$ cat config.mk
export PLATFORM = sky130hd
export DESIGN_NAME = rat_io_responder
export DESIGN_NICKNAME = d
export VERILOG_FILES = /design/src/rtl/rat_io_responder.sv
export SDC_FILE = /design/constraint.sdc
export NUM_CORES = 1
export LEC_CHECK = 0
export ABC_CLOCK_PERIOD_IN_PS = 4080
export CAP_MARGIN = 40
export CORE_UTILIZATION = 30
export CTS_CLUSTER_SIZE = 25
export DETAILED_ROUTE_END_ITERATION = 8
export PLACE_DENSITY = 0.51
export SETUP_SLACK_MARGIN = 0.5
export SLEW_MARGIN = 20
export SYNTH_ARGS = -nofsm -noshare
export SYNTH_HDL_FRONTEND = slang
export SYNTH_SLANG_ARGS = --single-unit
$ cat constraint.sdc
create_clock -name CLK -period 4.08 [get_ports CLK]
set_clock_uncertainty 0.1 [all_clocks]
set_input_delay 0.612 -clock CLK [delete_from_list [all_inputs] [get_ports CLK]]
set_output_delay 0.612 -clock CLK [all_outputs]
set_load 0.005 [all_outputs]
$ cat src/rtl/rat_io_responder.sv
// RAT MCU I/O responder: LED and seven-segment output ports, switch/button input ports,
// a prescaled auto-reload timer, and a level interrupt built from two pend bits.
module rat_io_responder #(
  parameter int unsigned PRESCALE   = 1000,
  parameter logic [7:0]  LEDS_ID    = 8'h40,
  parameter logic [7:0]  SSEG_ID    = 8'h81,
  parameter logic [7:0]  TMR_RLD_ID = 8'h10,
  parameter logic [7:0]  TMR_CTL_ID = 8'h11,
  parameter logic [7:0]  INT_ACK_ID = 8'h12,
  parameter logic [7:0]  SW_ID      = 8'h20,
  parameter logic [7:0]  BTN_ID     = 8'h21,
  parameter logic [7:0]  STAT_ID    = 8'h22
) (
  input  logic       CLK,
  input  logic       RESET,
  input  logic [7:0] PORT_ID,
  input  logic [7:0] OUT_PORT,
  input  logic       IO_STRB,
  input  logic [7:0] SWITCHES,
  input  logic [3:0] BUTTONS,
  output logic [7:0] IN_PORT,
  output logic [7:0] LEDS,
  output logic [7:0] SSEG_DATA,
  output logic       INTERUPT
);

  localparam int unsigned      PS_W    = (PRESCALE > 1) ? $clog2(PRESCALE) : 1;
  localparam logic [PS_W-1:0]  PS_LAST = PS_W'(PRESCALE - 1);

  logic [7:0]      tmr_rld;
  logic [7:0]      tmr_cnt;
  logic [PS_W-1:0] ps_cnt;
  logic            tmr_en;
  logic            tmr_pend;
  logic            btn_pend;
  logic [3:0]      btn_meta;
  logic [3:0]      btn_sync;
  logic            btn0_prev;

  logic wr_leds, wr_sseg, wr_rld, wr_ctl, wr_ack;
  logic tick, tmr_set, btn_set;

  assign wr_leds = IO_STRB && (PORT_ID == LEDS_ID);
  assign wr_sseg = IO_STRB && (PORT_ID == SSEG_ID);
  assign wr_rld  = IO_STRB && (PORT_ID == TMR_RLD_ID);
  assign wr_ctl  = IO_STRB && (PORT_ID == TMR_CTL_ID);
  assign wr_ack  = IO_STRB && (PORT_ID == INT_ACK_ID);

  // A reload write pre-empts a coincident tick, so it also suppresses the terminal-count pend.
  assign tick    = tmr_en && (ps_cnt == PS_LAST);
  assign tmr_set = tick && (tmr_cnt == 8'h00) && !wr_rld;
  assign btn_set = btn_sync[0] && !btn0_prev;

  always_ff @(posedge CLK) begin
    if (RESET) begin
      LEDS      <= 8'h00;
      SSEG_DATA <= 8'h00;
    end else begin
      if (wr_leds) LEDS <= OUT_PORT;
      if (wr_sseg) SSEG_DATA <= OUT_PORT;
    end
  end

  always_ff @(posedge CLK) begin
    if (RESET) begin
      tmr_rld <= 8'h00;
      tmr_cnt <= 8'h00;
      ps_cnt  <= '0;
      tmr_en  <= 1'b0;
    end else begin
      if (wr_rld) begin
        tmr_rld <= OUT_PORT;
        tmr_cnt <= OUT_PORT;
        ps_cnt  <= '0;
      end else if (tmr_en) begin
        ps_cnt <= tick ? '0 : ps_cnt + PS_W'(1);
        if (tick) tmr_cnt <= (tmr_cnt == 8'h00) ? tmr_rld : tmr_cnt - 8'd1;
      end
      if (wr_ctl) tmr_en <= OUT_PORT[0];
    end
  end

  always_ff @(posedge CLK) begin
    if (RESET) begin
      btn_meta  <= 4'h0;
      btn_sync  <= 4'h0;
      btn0_prev <= 1'b0;
    end else begin
      btn_meta  <= BUTTONS;
      btn_sync  <= btn_meta;
      btn0_prev <= btn_sync[0];
    end
  end

  // Set beats acknowledge when both hit the same pend bit on one edge.
  always_ff @(posedge CLK) begin
    if (RESET) begin
      tmr_pend <= 1'b0;
      btn_pend <= 1'b0;
    end else begin
      if (tmr_set) tmr_pend <= 1'b1;
      else if (wr_ack && OUT_PORT[0]) tmr_pend <= 1'b0;
      if (btn_set) btn_pend <= 1'b1;
      else if (wr_ack && OUT_PORT[1]) btn_pend <= 1'b0;
    end
  end

  assign INTERUPT = tmr_pend | btn_pend;

  always_comb begin
    IN_PORT = 8'h00;
    if (PORT_ID == SW_ID)           IN_PORT = SWITCHES;
    else if (PORT_ID == BTN_ID)     IN_PORT = {4'h0, btn_sync};
    else if (PORT_ID == STAT_ID)    IN_PORT = {5'h00, tmr_en, btn_pend, tmr_pend};
    else if (PORT_ID == TMR_RLD_ID) IN_PORT = tmr_cnt;
  end

endmodule

==> results of run 1 <==
## path summary, 6_finish.rpt
kind	from	endpoint	slack, ns
worst min register to register	btn_meta[3]	btn_sync[3]	0.35
worst min-delay path	btn_meta[3]	btn_sync[3]	0.35
worst max register to register	ps_cnt[0]	tmr_cnt[7]	1.63
worst max-delay path	PORT_ID[1]	IN_PORT[2]	0.59
## power by group
part / total, mW / switching, mW / internal, mW
Clock: 0.355 / 0.171 / 0.183
Combinational: 0.0736 / 0.0336 / 0.0400
Sequential: 0.533 / 0.00201 / 0.531
## sequential cells by signal, indices dropped and copies added (netlist names)
name and count:
SSEG_DATA 8, btn_sync 4, tmr_pend 1, tmr_cnt 8, ps_cnt 10, btn_meta 4
LEDS 8, tmr_en 1, btn_pend 1, tmr_rld 8, btn0_prev 1
## synthesized netlist by cell type (5+ instances only)
cell,n
nand4_1,5
dfxtp_1,54
nor2_1,41
inv_1,6
nand3_1,7
nor4b_1,5
nand2_1,27
a31oi_1,5
clkbuf_1,14
nor3_1,10
a21oi_1,16
mux2i_1,17
nor2b_1,14
xnor2_1,6
## routing by layer
layer	track usage	up-vias	wire length, um
met2	0.244	69	2940
met4	0.0500	0	102
li1	-	1164	-
met5	0	-	0
met1	0.202	1088	3260
met3	0.0258	8	333
## timing repair
action,CTS,global route
hold endpoints to repair,0,0
setup buffers,0,0
endpoints found under the setup margin,1,7
gates resized for setup,1,4
## cells by family after synthesis
family,after synthesis
xor gates and xnor gates,10
DFF,54
adders and majority gates,3
and+or+nand+nor,134
buffers and inverters,24
muxes,19
AOI/OAI and AO/OA,54
## layout make-up
cell class	count	area, sq um	area share
repair buffers	62	603	0.180
well taps	105	131	0.0392
clock inverters	2	37.5	0.0112
multi-input cells	220	1400	0.418
flip-flops and latches	54	1080	0.323
inverters	6	22.5	0.00672
clock buffers	6	72.6	0.0217
## critical path: stages
cell and delay [ns]:
clkdlybuf4s50_1 0.51, or4_1 0.60, nor3b_2 0.23, o2bb2ai_1 0.14
a32o_1 0.18, clkdlybuf4s50_1 0.49
==> run metrics, run 1 <==
total power 962 uW; HPWL after DPL slightly below 5000 um; # clock sinks between 50 and 60; fill cell count about 850; later-pin clock latency in the skew report 0.31 ns; largest family of logic cells by synthesized area simple AND/OR/NAND/NOR gates; Clock Tree Buf Depth 2; Finished Core Util 0.408; Cell Pwr Density 287 nW/um^2; Post-Syn Nets 332; DRT iter0 DRCs 110; GRT Resource Usage Total 0.150; Area growth syn-to-layout 31.0%; RSZ-0062 raised after global routing no; status finished clean; CTS tree done; CP endpoint kind primary output; final worst-path cycle share 0.854; final-stage net count ~380; cts bufs inserted 5; most frequent cells in the layout clkdlybuf4s50_1 (55), dfxtp_1 (54), nor2_1 (41), nand2_1 (27), mux2i_1 (17); Worst Hold Class flip-flop to flip-flop; flip-flop and latch count after synthesis 54; core area roughly 8000 sq um; commonest non-fill, non-tap cell in the layout clkdlybuf4s50_1; Slew @ Worst Pin just under 0.8 ns; Synth Area in Adders 0.0147; DP Area between 3000 and 4000 sq um; final worst setup slack 0.594 ns; top post-synthesis cells by area dfxtp_1 (42%), mux2i_1 (6.7%), nor2_1 (6.0%); die height about 94 um; ys flop type dfxtp_1; WHS about 0.35 ns; pre-CTS setup slack between 0.4 and 0.5 ns; vias in the first global route around 2100; antenna cells 0; Max Cap Viol 0; dpl cells 447; cts hold-fix bufs 0; Starting Density 0.311; Worst EP arrival approximately 2.8 ns; DR pass1 iterations 6; mux contribution to synthesized area 0.0753; CP Max Fanout 7; clock-pin slew on the worst setup and hold paths about 0.10 ns; pin count of the biggest net entering global routing 46; Highest Clock Rate roughly 0.29 GHz; maximum vdd drop about 0.12 mV; Via Count roughly 2300; Avg Cell Area, Syn 8.58 sq um; EDFF count, synth 0; FFs w/ async S/R, synth 0; worst setup path class primary input to primary output; R2R depth 5; largest area contributor in the netlist dfxtp_1; H-tree levels 2; die area between 8000 and 9000 sq um; row count 33; first-pass GRT wire length slightly above 10000 um; final std cells w/o fill ~460; Yosys Warn Count 0; TNS Setup 0 ns; synthesized area about 2600 sq um; DRC errors left 0; Min Clock Period, post-route around 3.5 ns; worst hold path stage count 1; GP Congestion slightly below 0.8; Rel. slew slack 0.480; Chip Width between 90 and 100 um; design area around 3300 sq um; Final ANT Viol Nets 0; root buf cell clkbuf_8; I/O pin cnt 56; compound-gate portion of the synthesized area 0.148; final WL ~6600 um; setup violators final 0; Startpoint Class primary input; initial antenna violation count 0; Synth Instances approximately 300; Final Max Tran Viols 0; Synth top area share 0.423; Seq/Total Area, Yosys 0.423; layout cells sized above 1 0.0657; synth unique cells 50; total grt overflow 0; Simple-Gate Fraction of Synth Area 0.268; Worst Path Required ~3.4 ns; final hold vios 0; leakage power 1.27 nW; Vias/cell around 5; xor/xnor share of the synthesized area 0.0342; detailed-route wire length per cell around 15 um; Buffers on Ports 55
Power figures use the tool's default switching activity.
==> run 2: changes to the inputs <==
--- a/config.mk
+++ b/config.mk
@@ -16,3 +16,4 @@
 export SYNTH_ARGS = -nofsm -noshare
 export SYNTH_HDL_FRONTEND = slang
 export SYNTH_SLANG_ARGS = --single-unit
+export TNS_END_PERCENT = 50
==> run 2 against run 1 <==
Final cell count is the same. Via count fell by 0.94%. First-iteration DRC count decreased by 18%. Non-clock buffer count is the same. Setup slack got worse by 0.040 ns. Flip-flop and latch count unchanged. Critical path depth did not move. Maximum frequency decreased by 1.1%. Critical path type unchanged. Critical endpoint unchanged.
==> run metrics, run 2 (synthesis gave the netlist of run 1 again) <==
status finished clean; RR Startpoint ps_cnt[0]; # clock sinks 54 (unchanged); maximum vdd drop 0.116 mV (about the same); vias in the first global route 2106 (unchanged); Finished Core Util 0.406 (-0.00152); H-tree levels 2 (unchanged); final hold vios 0 (unchanged); Via Count 2307 (-0.94%); DR pass1 iterations 4 (-2); Final Max Tran Viols 0 (unchanged); final-stage net count 383 (unchanged); final worst-path cycle share 0.864 (+0.00978); commonest non-fill, non-tap cell in the layout clkdlybuf4s50_1; design area 3340 sq um (-0.37%); Area growth syn-to-layout 30.5%; final WL 6610 um (-0.36%); Highest Clock Rate 0.284 GHz (-1.1%); Max Cap Viol 0 (unchanged); root buf cell clkbuf_8; CTS tree done; Starting Density 0.311 (unchanged); Worst EP arrival 2.81 ns (+0.04 ns); die area 8900 sq um (unchanged); hold_sp btn_meta[2]; crit-path cells clkdlybuf4s50_1 > or4_1 > nor3b_1 > o2bb2ai_1 > a32o_1 > clkdlybuf4s50_1; antenna cells 0 (unchanged); Cell Pwr Density 288 nW/um^2 (+0.31%); max FFs per register 10 (unchanged); leakage power 1.27 nW (-0.15%); pre-CTS setup slack 0.497 ns (unchanged); later-pin clock latency in the skew report 0.31 ns (about the same); total power 961 uW (about the same); HPWL after DPL 4810 um (unchanged); FF-to-FF End tmr_cnt[7]; cts bufs inserted 5 (unchanged); CP startpoint PORT_ID[1]; Clock Tree Buf Depth 2 (unchanged); cell with the most instances on the worst path clkdlybuf4s50_1; Final ANT Viol Nets 0 (unchanged); CP endpoint kind primary output; I/O pin cnt 56 (unchanged); Crit path largest cell delay 0.59 ns (about the same); worst hold path stage count 1 (unchanged); clock-pin slew on the worst setup and hold paths 0.10 ns (about the same); DRT iter0 DRCs 90 (-18%); worst setup path class primary input to primary output; Worst Hold Class flip-flop to flip-flop; total grt overflow 0 (unchanged); DP Area 3220 sq um (unchanged); Buffers on Ports 55 (unchanged); initial antenna violation count 0 (unchanged); R2R depth 5 (unchanged); Worst Path Required 3.37 ns (about the same); Worst Hold End btn_sync[2]; GP Congestion 0.788 (unchanged); Rel. slew slack 0.492 (+0.0127); Vias/cell 5.07 (-0.94%); RSZ-0062 raised after global routing yes; Chip Width 94.3 um (unchanged); GRT Resource Usage Total 0.150 (unchanged); core area 8220 sq um (unchanged); first-pass GRT wire length 10300 um (unchanged); row count 33 (unchanged); Slew @ Worst Pin 0.756 ns (-0.0190 ns); final worst setup slack 0.554 ns (-0.0399 ns); TNS Setup 0 ns (unchanged); Setup Fix Bufs, Post-CTS 0 (unchanged); die height 94.3 um (unchanged); CTS resizes 1 (unchanged); crit path max-delay cell type or4_1; layout cells sized above 1 0.0571 (-0.00857); pin count of the biggest net entering global routing 46 (unchanged); most flop-heavy register ps_cnt; setup violators final 0 (unchanged); Min Clock Period, post-route 3.53 ns (+0.0399 ns); detailed-route wire length per cell 14.5 um (-0.36%); cts hold-fix bufs 0 (unchanged); CP Max Fanout 7 (unchanged); DRC errors left 0 (unchanged); Startpoint Class primary input; most frequent cells in the layout clkdlybuf4s50_1 (55), dfxtp_1 (54), nor2_1 (41), nand2_1 (27), mux2i_1 (17); r2r setup slk 1.63 ns (about the same)
run 2: cell counts in the layout (fill, tap and decap cells not counted):
Identical to the previous run, type by type.
run 2: how the worst max path moves through the flow:
stage               slack [ns]         end  depth (start not counted)
floorplan                 1.45  IN_PORT[1]                          5
global placement          0.54  IN_PORT[0]                          6
detailed placement        0.50  IN_PORT[2]                          6
CTS                       0.53  IN_PORT[6]                          6
global route              0.46  IN_PORT[1]                          6
finish                    0.55  IN_PORT[2]                          6
run 2: layer usage:
| metal | track usage | part of all wire |
|---|---|---|
| met1 | 0.202 | 0.50 |
| met2 | 0.244 | 0.44 |
| met3 | 0.0258 | 0.045 |
| met4 | 0.0500 | 0.015 |
| met5 | 0 | 0 |
run 2: worst max-delay path: cells and delay by family:
family / cells / cell delay (ns)
buf+inv: 2 / 0.99
simple gates: 2 / 0.87
compound gates: 2 / 0.33
run 2: metrics by stage:
step / hold WS (ns) / instances
3_3_place_gp: 0.328 / 447
2_1_floorplan: 0.314 / 298
4_1_cts: 0.354 / 455
3_5_place_dp: 0.329 / 447
5_1_grt: 0.369 / 455
6_report: 0.347 / 455
run 2: area by class of cell:
| type | count | area, sq um |
|---|---|---|
| fillers | 845 | 4880 |
| multi-input cells | 220 | 1390 |
| flip-flops and latches | 54 | 1080 |
| repair buffers | 62 | 603 |
| well taps | 105 | 131 |
| clock buffers | 6 | 72.6 |
| clock inverters | 2 | 37.5 |
| inverters | 6 | 22.5 |
run 2: where the power goes:
group | internal [mW] | total [mW] | switching (mW)
sequential | 0.531 | 0.534 | 0.00202
combinational | 0.0398 | 0.0729 | 0.0331
clock | 0.183 | 0.355 | 0.172
==> run 3: changes to the inputs <==
--- a/config.mk
+++ b/config.mk
@@ -10,6 +10,7 @@
 export CORE_UTILIZATION = 30
 export CTS_CLUSTER_SIZE = 25
 export DETAILED_ROUTE_END_ITERATION = 8
+export HOLD_SLACK_MARGIN = 0.12
 export PLACE_DENSITY = 0.51
 export SETUP_SLACK_MARGIN = 0.5
 export SLEW_MARGIN = 20
==> results of run 3 <==
No change in the layout: final DEF, timing and power equal those of run 2.
